## src/rtl/uart_rx_fifo_v2.sv

```systemverilog
// rtl/uart_rx_fifo_v2.sv - UART receive FIFO with per-character error flags and level/timeout interrupts
module uart_rx_fifo_v2 #(
  parameter int DATA_W = 8,
  parameter int FLAG_W = 3,
  parameter int DEPTH  = 16,
  parameter int TOUT_W = 10,
  parameter int CNT_W  = $clog2(DEPTH) + 1
) (
  input  logic                     clk,
  input  logic                     rst,
  input  logic                     clear,
  input  logic                     wr_en,
  input  logic [DATA_W+FLAG_W-1:0] wr_data,
  input  logic                     rd_en,
  output logic [DATA_W+FLAG_W-1:0] rd_data,
  output logic [CNT_W-1:0]         count,
  output logic                     overrun,
  input  logic                     overrun_clr,
  output logic [CNT_W-1:0]         err_count,
  output logic                     err_present,
  input  logic [CNT_W-1:0]         threshold,
  output logic                     level_irq,
  input  logic [TOUT_W-1:0]        timeout_limit,
  output logic                     timeout_irq
);

  localparam int W  = DATA_W + FLAG_W;
  localparam int AW = $clog2(DEPTH);

  logic [W-1:0]      mem [DEPTH];
  logic [AW-1:0]     head;
  logic [AW-1:0]     tail;
  logic [CNT_W-1:0]  count_q;
  logic [CNT_W-1:0]  err_q;
  logic [TOUT_W-1:0] idle_q;
  logic [TOUT_W-1:0] idle_nxt;
  logic              empty;
  logic              full;
  logic              push_ok;
  logic              pop_ok;
  logic              push_err;
  logic              pop_err;
  logic              ovr_set;

  assign empty = (count_q == '0);
  assign full  = (count_q == CNT_W'(DEPTH));

  // A full FIFO still accepts a write when a pop frees the head slot in the same cycle.
  assign push_ok  = wr_en & ~clear & (~full | (rd_en & ~empty));
  assign pop_ok   = rd_en & ~clear & ~empty;
  assign push_err = push_ok & (wr_data[FLAG_W-1:0] != '0);
  assign pop_err  = pop_ok & (mem[head][FLAG_W-1:0] != '0);
  assign ovr_set  = wr_en & ~rd_en & full & ~clear;

  always_comb begin
    idle_nxt = idle_q;
    if (empty | push_ok | pop_ok) begin
      idle_nxt = '0;
    end else if (idle_q != '1) begin
      idle_nxt = idle_q + 1'b1;
    end
  end

  always_ff @(posedge clk) begin
    if (rst | clear) begin
      head        <= '0;
      tail        <= '0;
      count_q     <= '0;
      err_q       <= '0;
      idle_q      <= '0;
      timeout_irq <= 1'b0;
      for (int i = 0; i < DEPTH; i++) begin
        mem[i] <= '0;
      end
    end else begin
      if (push_ok) begin
        mem[tail] <= wr_data;
        tail      <= tail + 1'b1;
      end
      if (pop_ok) begin
        head <= head + 1'b1;
      end
      count_q <= count_q + CNT_W'(push_ok) - CNT_W'(pop_ok);
      err_q   <= err_q + CNT_W'(push_err) - CNT_W'(pop_err);
      idle_q  <= idle_nxt;
      // Raised on the same edge the idle counter reaches the limit, so it is visible alongside it.
      if (pop_ok | empty) begin
        timeout_irq <= 1'b0;
      end else if ((timeout_limit != '0) && (idle_nxt == timeout_limit)) begin
        timeout_irq <= 1'b1;
      end
    end
  end

  always_ff @(posedge clk) begin
    if (rst | clear) begin
      overrun <= 1'b0;
    end else if (ovr_set) begin
      overrun <= 1'b1;
    end else if (overrun_clr) begin
      overrun <= 1'b0;
    end
  end

  assign rd_data     = empty ? '0 : mem[head];
  assign count       = count_q;
  assign err_count   = err_q;
  assign err_present = (err_q != '0);
  assign level_irq   = (threshold != '0) & (count_q >= threshold);

endmodule

```

## config.mk

```make
export PLATFORM = sky130hd
export DESIGN_NAME = uart_rx_fifo_v2
export DESIGN_NICKNAME = d
export VERILOG_FILES = /design/src/rtl/uart_rx_fifo_v2.sv
export SDC_FILE = /design/constraint.sdc
export NUM_CORES = 1
export LEC_CHECK = 0
export BUFFER_PORTS_ARGS = -buffer_cell sky130_fd_sc_hd__buf_2
export CORE_ASPECT_RATIO = 1.4
export CORE_MARGIN = 1
export CORE_UTILIZATION = 60
export DETAILED_ROUTE_END_ITERATION = 8
export HOLD_SLACK_MARGIN = 0.12
export PLACE_DENSITY = 0.76
export SYNTH_ARGS = -nofsm -noshare
export SYNTH_HDL_FRONTEND = slang
export SYNTH_SLANG_ARGS = --single-unit
```

## constraint.sdc

```tcl
create_clock -name clk -period 5.09 [get_ports clk]
set_clock_uncertainty 0.15 [all_clocks]
set_input_delay 1.527 -clock clk [delete_from_list [all_inputs] [get_ports clk]]
set_output_delay 1.527 -clock clk [all_outputs]
set_load 0.01 [all_outputs]
```

==> key figures, run 1 <==
Final layout
  – Seq. cell area: ~6000 um^2
  – Net count, final: 849
  – Ant diodes: 0
  – Syn-to-layout area delta: 11.8%
  – Multi-input gate area: 3880 um^2
  – Share of post-route cells with drive strength above 1: between 20% and 30%
  – Filler Cell Count: ~1100

Routing
  – Drt first-iter violations: roughly 450
  – # DRC: 9
  – Drt wl/cell: 21.8 um
  – Vias per cell: just over 6
  – Post-Route WL: 21900 um
  – Post-route ant nets: 0
  – Via count: 6091
  – Router iterations before antenna repair: 7

Worst setup path
  – Crit path arrival time: approximately 2.8 ns
  – Worst EP required: roughly 3.4 ns
  – Critical path fanouts, max: 2
  – CP startpoint kind: input port
  – Crit path kind: input port to primary output
  – Crit. End Element: primary output
  – Critical Path Start: threshold[0]

GRT
  – Largest net degree at the start of global routing: between 40 and 50
  – Vias in the first global route: 6356
  – Total grt overflow: 0
  – Initial antenna violation count: 0
  – GRT Overall Usage: between 20% and 30%
  – First-pass GRT wire length: ~34000 um

Floorplan
  – Starting Density: 62.1%
  – Die ar.: ~17000 um^2
  – Die Span X: around 110 um
  – Core area: approximately 16000 um^2
  – Row count: 55
  – I/O Pins: 57
  – Die height: roughly 160 um

Clocking
  – Setup bufs post-CTS: 0
  – Clk buf depth: 3
  – Post-CTS sizing: 0
  – CTS tree: yes
  – Clock slew at reported path FFs: about 0.060 ns
  – H-tree Lvls: 1
  – CTS Sinks: 210
  – Root buffer cell: clkbuf_16
  – CTS Buf Count: 21
  – Cts hold-fix bufs: 0
  – Clock latency on the worst-skew pair: 0.49 ns

Logic synthesis
  – Cells after Synth: 741
  – Netlist cell types: 51
  – Syn avg cell area: 13.7 um^2
  – Synth async-reset ratio: 0%
  – Mapped Area: ~10000 um^2
  – Sequential fraction of the synthesis area: 58.9%
  – Post-synth EDFFs: approximately 180
  – Yosys top cell area share: a little over half
  – Yosys top cell by area: edfxtp_1
  – Syn. warnings: 0
  – #FFs+latches synth: 210
  – Synth Net Count: ~800
  – Synth top area cells: edfxtp_1 (52%), mux4_2 (12%), and2_1 (11%), dfxtp_1 (6.7%), ha_1 (2.8%)
  – Top FF cell, synth: edfxtp_1

STA
  – Fmax: between 0.2 and 0.25 GHz
  – RSZ-0062 raised after global routing: no
  – Setup violations, final: 0
  – Hold Vio Cnt, Final: 0
  – Final period utilization: between 80% and 90%
  – Measured slew at the worst slew-check pin: approximately 0.91 ns
  – Slew headroom: between 30% and 40%
  – Fin Setup TNS: 0 ns
  – Hold slack: between 0.3 and 0.4 ns
  – Max-slew violation count: 0
  – Final min period: 4.51 ns

Placement
  – I/O Buffers: 56
  – Global placement routability congestion: approximately 0.85
  – DP HPWL: around 15000 um

Hold path
  – HP Start: timeout_irq
  – Min-Delay Path Class: register to register

Power
  – Peak VDD IR: 0.311 mV
  – Leak: 4.36 nW
  – Pwr dens: approximately 340 nW/um^2
  – Total power: 3.84 mW

Run status
  – Violations in the final reports: design-rule violations
  – Outcome: finished, violations left

Run
  – Max-cap check violation count: 0
flip-flops by register name (all words and copies together) (netlist names), named ones only:
signal       cells
mem            176
timeout_irq      1
overrun          1
idle_q          10
err_count        5
head             4
count            5
tail             4
cell type report:
| class | instances | area share (%) |
|---|---|---|
| clock buffer | 22 | 4.67 |
| sequential | 210 | 52.7 |
| clock inverter | 14 | 1.55 |
| tap | 199 | 2.20 |
| multi-input combinational | 461 | 34.2 |
| timing repair buffer | 77 | 3.98 |
| inverter | 21 | 0.696 |
cells in the mapped netlist, drive strengths merged, types with 9 or more instances:
cell type / count
and2: 179
dfxtp: 34
edfxtp: 176
nand3: 9
nor2b: 18
o21ai: 23
clkbuf: 35
buf: 14
mux4: 55
ha: 23
a21oi: 20
nand2: 13
xor2: 9
nor3: 9
nor2: 45
inv: 21
layout by cell type, fill, tap and decap left out, types with 18 or more instances in the layout:
| cell | instances |
|---|---|
| and2_1 | 179 |
| buf_4 | 20 |
| dfxtp_1 | 32 |
| nor2_1 | 45 |
| inv_1 | 21 |
| ha_1 | 23 |
| edfxtp_1 | 176 |
| mux4_2 | 55 |
| buf_2 | 56 |
| nor2b_1 | 18 |
| clkbuf_16 | 21 |
| a21oi_1 | 19 |
| o21ai_0 | 23 |
logic make-up after synthesis:
family | after synthesis | share of synthesized area [%]
simple gates | 299 | 17.2
flops | 210 | 58.9
buf+inv | 70 | 2.96
mux | 61 | 12.8
compound gates | 60 | 3.54
fa+ha+maj | 25 | 3.23
xor+xnor | 16 | 1.38
where the power goes:
| group | internal [mW] | switching (mW) | leakage, nW |
|---|---|---|---|
| clock | 0.957 | 0.638 | 0.341 |
| sequential | 1.92 | 0.0266 | 2.24 |
| combinational | 0.118 | 0.175 | 1.79 |
| total | 3.00 | 0.839 | 4.36 |
routing by layer:
metal,routed length [um],up-vias,GRT usage [%]
li1,-,2777,-
met1,7870,3032,29.8
met2,11900,233,49.4
met3,1300,49,3.07
met4,798,0,10.4
met5,0,-,0
stage by stage:
stage	cells	setup slack [ns]	area [um^2]	utilization, %
floorplan	741	0.936	10100	-
global placement	968	0.635	10600	65.1
detailed placement	968	0.597	10600	65.1
CTS	1004	0.599	11300	69.5
global route	1004	0.491	11300	69.5
finish	1004	0.579	11300	69.5
final timing paths:
kind	endpoint	slack, ns	depth (start not counted)
max	level_irq	0.58	10
min	timeout_irq	0.32	2
max reg2reg	err_count[4]	1.08	12
min reg2reg	timeout_irq	0.32	2
critical path, stage by stage:
cell	delay [ns]
buf_2	0.10
ha_1	0.26
nand2b_1	0.15
a21oi_1	0.15
nor2b_1	0.06
o21ai_0	0.15
nand2b_1	0.08
a21oi_1	0.17
a21oi_1	0.05
buf_2	0.14
(Power assumes the default switching activity.)
==> inputs of run 2 (changes only) <==
--- a/config.mk
+++ b/config.mk
@@ -11,6 +11,7 @@
 export CORE_UTILIZATION = 60
 export DETAILED_ROUTE_END_ITERATION = 8
 export HOLD_SLACK_MARGIN = 0.12
+export MAX_ROUTING_LAYER = met4
 export PLACE_DENSITY = 0.76
 export SYNTH_ARGS = -nofsm -noshare
 export SYNTH_HDL_FRONTEND = slang
==> run 2 against run 1 <==
  * The flow still finishes with violations (design-rule violations)
  * Register-to-register slack worse by 0.07 ns
  * Worst setup slack lost 0.17 ns
  * Core utilization decreased by 0.28 points
  * Flip-flop and latch count did not move
  * Non-clock buffer count grew 2
  * Critical path type is now register to primary output
  * Critical endpoint is now rd_data[6]
  * Highest routed layer unchanged
==> key figures, run 2 (synthesized netlist as in run 1, its figures left out) <==
Clocking
  – Cts hold-fix bufs: 0
  – Clk buf depth: 3
  – Post-CTS sizing: 0
  – CTS Sinks: 210
  – Clock slew at reported path FFs: roughly 0.060 ns
  – Setup bufs post-CTS: 0
  – Clock latency on the worst-skew pair: approximately 0.50 ns
  – CTS Buf Count: 21
  – Root buffer cell: clkbuf_16
  – CTS tree: yes
  – H-tree Lvls: 1

Final layout
  – Leading registers by flop count: mem: 176 flops, idle_q: 10 flops
  – Net count, final: between 800 and 900
  – Filler Cell Count: 1110
  – Post-layout util: just under 70%
  – Share of post-route cells with drive strength above 1: 22.0%
  – Post-route insts no fill: 1007
  – Syn-to-layout area delta: 11.3%
  – Max reg flops: between 150 and 200
  – Most frequent cells in the layout: and2_1 (179), edfxtp_1 (176), buf_2 (56)
  – Ant diodes: 0
  – Commonest non-fill, non-tap cell in the layout: and2_1
  – Most flop-heavy register: mem

GRT
  – Initial antenna violation count: 0
  – Largest net degree at the start of global routing: 29
  – First-pass GRT wire length: 34800 um
  – Vias in the first global route: around 6400
  – GRT Overall Usage: ~28%
  – Total grt overflow: 0

Run status
  – Outcome: finished, violations left
  – Violations in the final reports: design-rule violations

Routing
  – Drt wl/cell: around 22 um
  – Post-route ant nets: 0
  – Drt first-iter violations: just over 500
  – Via count: 6053
  – Router iterations before antenna repair: 7
  – Post-Route WL: about 22000 um
  – Vias per cell: approximately 6
  – # DRC: 9

Placement
  – Placed cell count: 970
  – DP HPWL: roughly 15000 um
  – Dpl ws: roughly 0.6 ns
  – I/O Buffers: 56
  – Global placement routability congestion: ~0.86

STA
  – Measured slew at the worst slew-check pin: 0.943 ns
  – Final worst slack: a little over 0.4 ns
  – Slew headroom: 36.9%
  – Setup violations, final: 0
  – Fmax: about 0.21 GHz
  – RSZ-0062 raised after global routing: no
  – Fin Setup TNS: 0 ns
  – Max-slew violation count: 0
  – Final period utilization: approximately nine tenths
  – Final min period: about 4.7 ns
  – Hold Vio Cnt, Final: 0

Floorplan
  – Core area: 16300 um^2
  – Starting Density: slightly above 60%
  – Row count: 55
  – I/O Pins: 57
  – Die ar.: ~17000 um^2
  – Die height: 156 um
  – Die Span X: between 100 and 150 um

Power
  – Leak: between 4 and 5 nW
  – Total power: ~3.7 mW
  – Peak VDD IR: approximately 0.32 mV
  – Pwr dens: about 330 nW/um^2

Worst setup path
  – Crit path kind: register to primary output
  – Slowest stage delay, CP: approximately 0.59 ns
  – Critical path fanouts, max: 23
  – Critical Path Most Common Cell: mux4_2
  – CP startpoint kind: register
  – Critical path's slowest cell: dfxtp_2
  – Worst EP required: ~3.4 ns
  – Crit. End Element: primary output
  – Crit-path cells: buf_12, buf_4, mux4_2, mux4_2, nor2b_1, buf_2
  – Crit path arrival time: roughly 3.0 ns

Run
  – Max-cap check violation count: 0

Hold path
  – Min-Delay Path Class: register to register
run 2: cell count changes in the layout (fill, tap and decap cells not counted):
| cell | before | now |
|---|---|---|
| buf_4 | 20 | 22 |
| bufinv_16 | 4 | 1 |
| clkbuf_1 | 1 | 7 |
| clkbuf_8 | 0 | 2 |
| clkinv_1 | 3 | 1 |
| clkinv_2 | 4 | 3 |
| clkinv_4 | 1 | 0 |
run 2: area by class of cell:
class	instances	area, um^2	area share, %
sequential	210	5970	52.9
multi-input combinational	461	3880	34.4
clock buffer	30	579	5.13
timing repair buffer	79	465	4.13
tap	199	249	2.21
inverter	21	78.8	0.699
clock inverter	7	63.8	0.566
run 2: worst paths after layout:
path,slack [ns],endpoint,start,cells past startpoint
setup / recovery,0.41,rd_data[6],register,6
hold reg to reg,0.31,timeout_irq,timeout_irq,2
hold / removal,0.31,timeout_irq,timeout_irq,2
setup reg to reg,1.01,err_count[4],register,12
run 2: stage by stage:
stage | cell area, um^2 | hold WS (ns)
after floorplan | 10100 | 0.327
after global placement | 10600 | 0.298
after detailed placement | 10600 | 0.302
after CTS | 11300 | 0.313
after global routing | 11300 | 0.363
final | 11300 | 0.313
run 2: worst max-delay path, delay by kind of cell (launching register included):
kind	cells	cell delay, ns
simple gates	1	0.16
buf+inv	3	0.72
flops	1	0.59
mux	2	1.03
run 2: power breakdown:
part | leakage [nW] | switching, mW | internal (mW)
sequential | 2.24 | 0.0285 | 1.92
clock | 0.309 | 0.634 | 0.843
combinational | 1.80 | 0.173 | 0.118
run 2: routing by layer:
| layer | routed length, um | track usage, % | vias up |
|---|---|---|---|
| li1 | - | - | 2782 |
| met1 | 8230 | 31.8 | 3026 |
| met2 | 12000 | 48.8 | 198 |
| met3 | 1240 | 3.46 | 47 |
| met4 | 854 | 12.1 | 0 |
| met5 | 0 | - | - |
==> inputs of run 3 (changes only) <==
--- a/config.mk
+++ b/config.mk
@@ -8,11 +8,12 @@
 export BUFFER_PORTS_ARGS = -buffer_cell sky130_fd_sc_hd__buf_2
 export CORE_ASPECT_RATIO = 1.4
 export CORE_MARGIN = 1
-export CORE_UTILIZATION = 60
+export CORE_UTILIZATION = 61
 export DETAILED_ROUTE_END_ITERATION = 8
+export GPL_TIMING_DRIVEN = 0
 export HOLD_SLACK_MARGIN = 0.12
 export MAX_ROUTING_LAYER = met4
-export PLACE_DENSITY = 0.76
+export PLACE_DENSITY = 0.77
 export SYNTH_ARGS = -nofsm -noshare
 export SYNTH_HDL_FRONTEND = slang
 export SYNTH_SLANG_ARGS = --single-unit
==> run 3 against run 2 <==
  * The flow now finishes without violations
  * Highest routed layer unchanged
  * Combinational power rose by 3%
  * Maximum frequency down 6.0%
  * Power is 2.0% higher
  * Via count increased by 4.2%
  * Core utilization is 1.5 points higher
  * Register-to-register slack worse by 0.35 ns
  * Largest power group unchanged
  * Cell count grew 3.6%
  * Flip-flop and latch count unchanged
==> key figures, run 3 (synthesized netlist as in run 1, its figures left out) <==
Clocking
  – CTS Buf Count: 21
  – CTS Sinks: 210
  – CTS tree: yes
  – Post-CTS sizing: 0
  – Cts hold-fix bufs: 0
  – Root buffer cell: clkbuf_16
  – Clk buf depth: 3
  – Setup bufs post-CTS: 0
  – Clock latency on the worst-skew pair: approximately 0.50 ns
  – Clock slew at reported path FFs: 0.06 ns
  – H-tree Lvls: 1

STA
  – Fin Setup TNS: 0 ns
  – Slew headroom: a little over a third
  – Max-slew violation count: 0
  – Setup violations, final: 0
  – Measured slew at the worst slew-check pin: roughly 0.96 ns
  – RSZ-0062 raised after global routing: no
  – Final min period: roughly 5 ns
  – Hold Vio Cnt, Final: 0
  – Final period utilization: 97.7%
  – Fmax: approximately 0.20 GHz

Final layout
  – Post-route cell area: between 10000 and 15000 um^2
  – Most flop-heavy register: mem
  – Ant diodes: 0
  – Leading registers by flop count: mem: 176 flops, idle_q: 10 flops
  – Share of post-route cells with drive strength above 1: around a fifth
  – Net count, final: about 890
  – Most frequent cells in the layout: and2_1 (179), edfxtp_1 (176), buf_2 (64)
  – Commonest non-fill, non-tap cell in the layout: and2_1
  – Syn-to-layout area delta: 12.8%
  – Post-route insts no fill: between 1000 and 1500
  – Filler Cell Count: between 1000 and 1500
  – Max reg flops: 176
  – Post-layout util: between 70% and 80%

Hold path
  – HP Start: timeout_irq
  – Min-Delay Path Class: register to register

Floorplan
  – Die height: about 150 um
  – Row count: 55
  – I/O Pins: 57
  – Die ar.: around 17000 um^2
  – Die Span X: between 100 and 150 um
  – Starting Density: 62.7%
  – Core area: around 16000 um^2

GRT
  – Vias in the first global route: 6681
  – Total grt overflow: 0
  – Largest net degree at the start of global routing: 16
  – First-pass GRT wire length: 36400 um
  – GRT Overall Usage: between 20 and 30%
  – Initial antenna violation count: 0

Routing
  – Post-route ant nets: 0
  – Vias per cell: between 6 and 7
  – Via count: 6308
  – Router iterations before antenna repair: 5
  – Post-Route WL: around 24000 um
  – # DRC: 0
  – Drt wl/cell: roughly 23 um
  – Drt first-iter violations: 462

Placement
  – Placed cell count: between 1000 and 1500
  – I/O Buffers: 56
  – Global placement routability congestion: 0.872
  – DP HPWL: between 15000 and 20000 um
  – DP Area: about 11000 um^2

Worst setup path
  – Critical path fanouts, max: 10
  – Crit path arrival time: around 3.3 ns
  – Critical path's slowest cell: clkbuf_1
  – Crit-path cells: clkbuf_1, clkbuf_1, mux4_2, mux4_2, nor2b_1, buf_2
  – Crit. End Element: primary output
  – Crit path kind: register to primary output
  – Worst EP required: 3.41 ns
  – Crit path buffers/inverters: 3
  – Slowest stage delay, CP: ~0.70 ns
  – CP startpoint kind: register
  – CP top delay family: buffers and inverters

Power
  – Peak VDD IR: between 0.3 and 0.4 mV
  – Leak: ~4.4 nW
  – Pwr dens: approximately 330 nW/um^2
  – Total power: around 3.8 mW

Run status
  – Outcome: complete, no violations

Run
  – Max-cap check violation count: 0
run 3: final timing paths:
check	to	slack, ns	cells past startpoint
worst min-delay path	timeout_irq	0.31	2
worst max register to register	err_count[4]	0.66	13
worst max-delay path	rd_data[3]	0.11	6
worst min register to register	timeout_irq	0.31	2
run 3: worst reg2reg max path, stage by stage (launching register included):
cell      delay, ns
dfxtp_1        0.30
clkbuf_1       0.48
buf_1          0.56
mux4_2         0.47
mux4_2         0.49
o31a_1         0.26
ha_1           0.27
inv_1          0.04
ha_1           0.21
fa_1           0.42
a21oi_1        0.15
nor2_1         0.06
or3_1          0.34
a21oi_1        0.16
run 3: final cells by class:
cell class | instances | area [um^2] | area share [%]
Sequential cell | 210 | 5970 | 52.2
Multi-Input combinational cell | 461 | 3870 | 33.8
Clock buffer | 22 | 529 | 4.63
Timing Repair Buffer | 68 | 370 | 3.24
Tap cell | 199 | 249 | 2.18
Buffer | 49 | 221 | 1.94
Clock inverter | 13 | 146 | 1.28
Inverter | 21 | 78.8 | 0.690
run 3: metrics by stage:
step	setup slack (ns)	hold slack [ns]
2_1_floorplan	0.936	0.327
3_3_place_gp	0.432	0.292
3_5_place_dp	0.599	0.311
4_1_cts	0.128	0.320
5_1_grt	0.0451	0.354
6_report	0.115	0.314
run 3: metal layers:
layer  wire length, um  vias to the layer above  GRT usage, %
met2             12700                      280          52.2
met4              1340                        0          16.6
met1              8060                     3091          31.6
li1                  -                     2856             -
met5                 0                        -             -
met3              1460                       81          4.00
run 3: where the power goes:
| group | internal [mW] | total [mW] | switching (mW) |
|---|---|---|---|
| Combinational | 0.120 | 0.300 | 0.181 |
| Clock | 0.907 | 1.54 | 0.637 |
| Sequential | 1.92 | 1.95 | 0.0257 |
| Total | 2.95 | 3.79 | 0.843 |
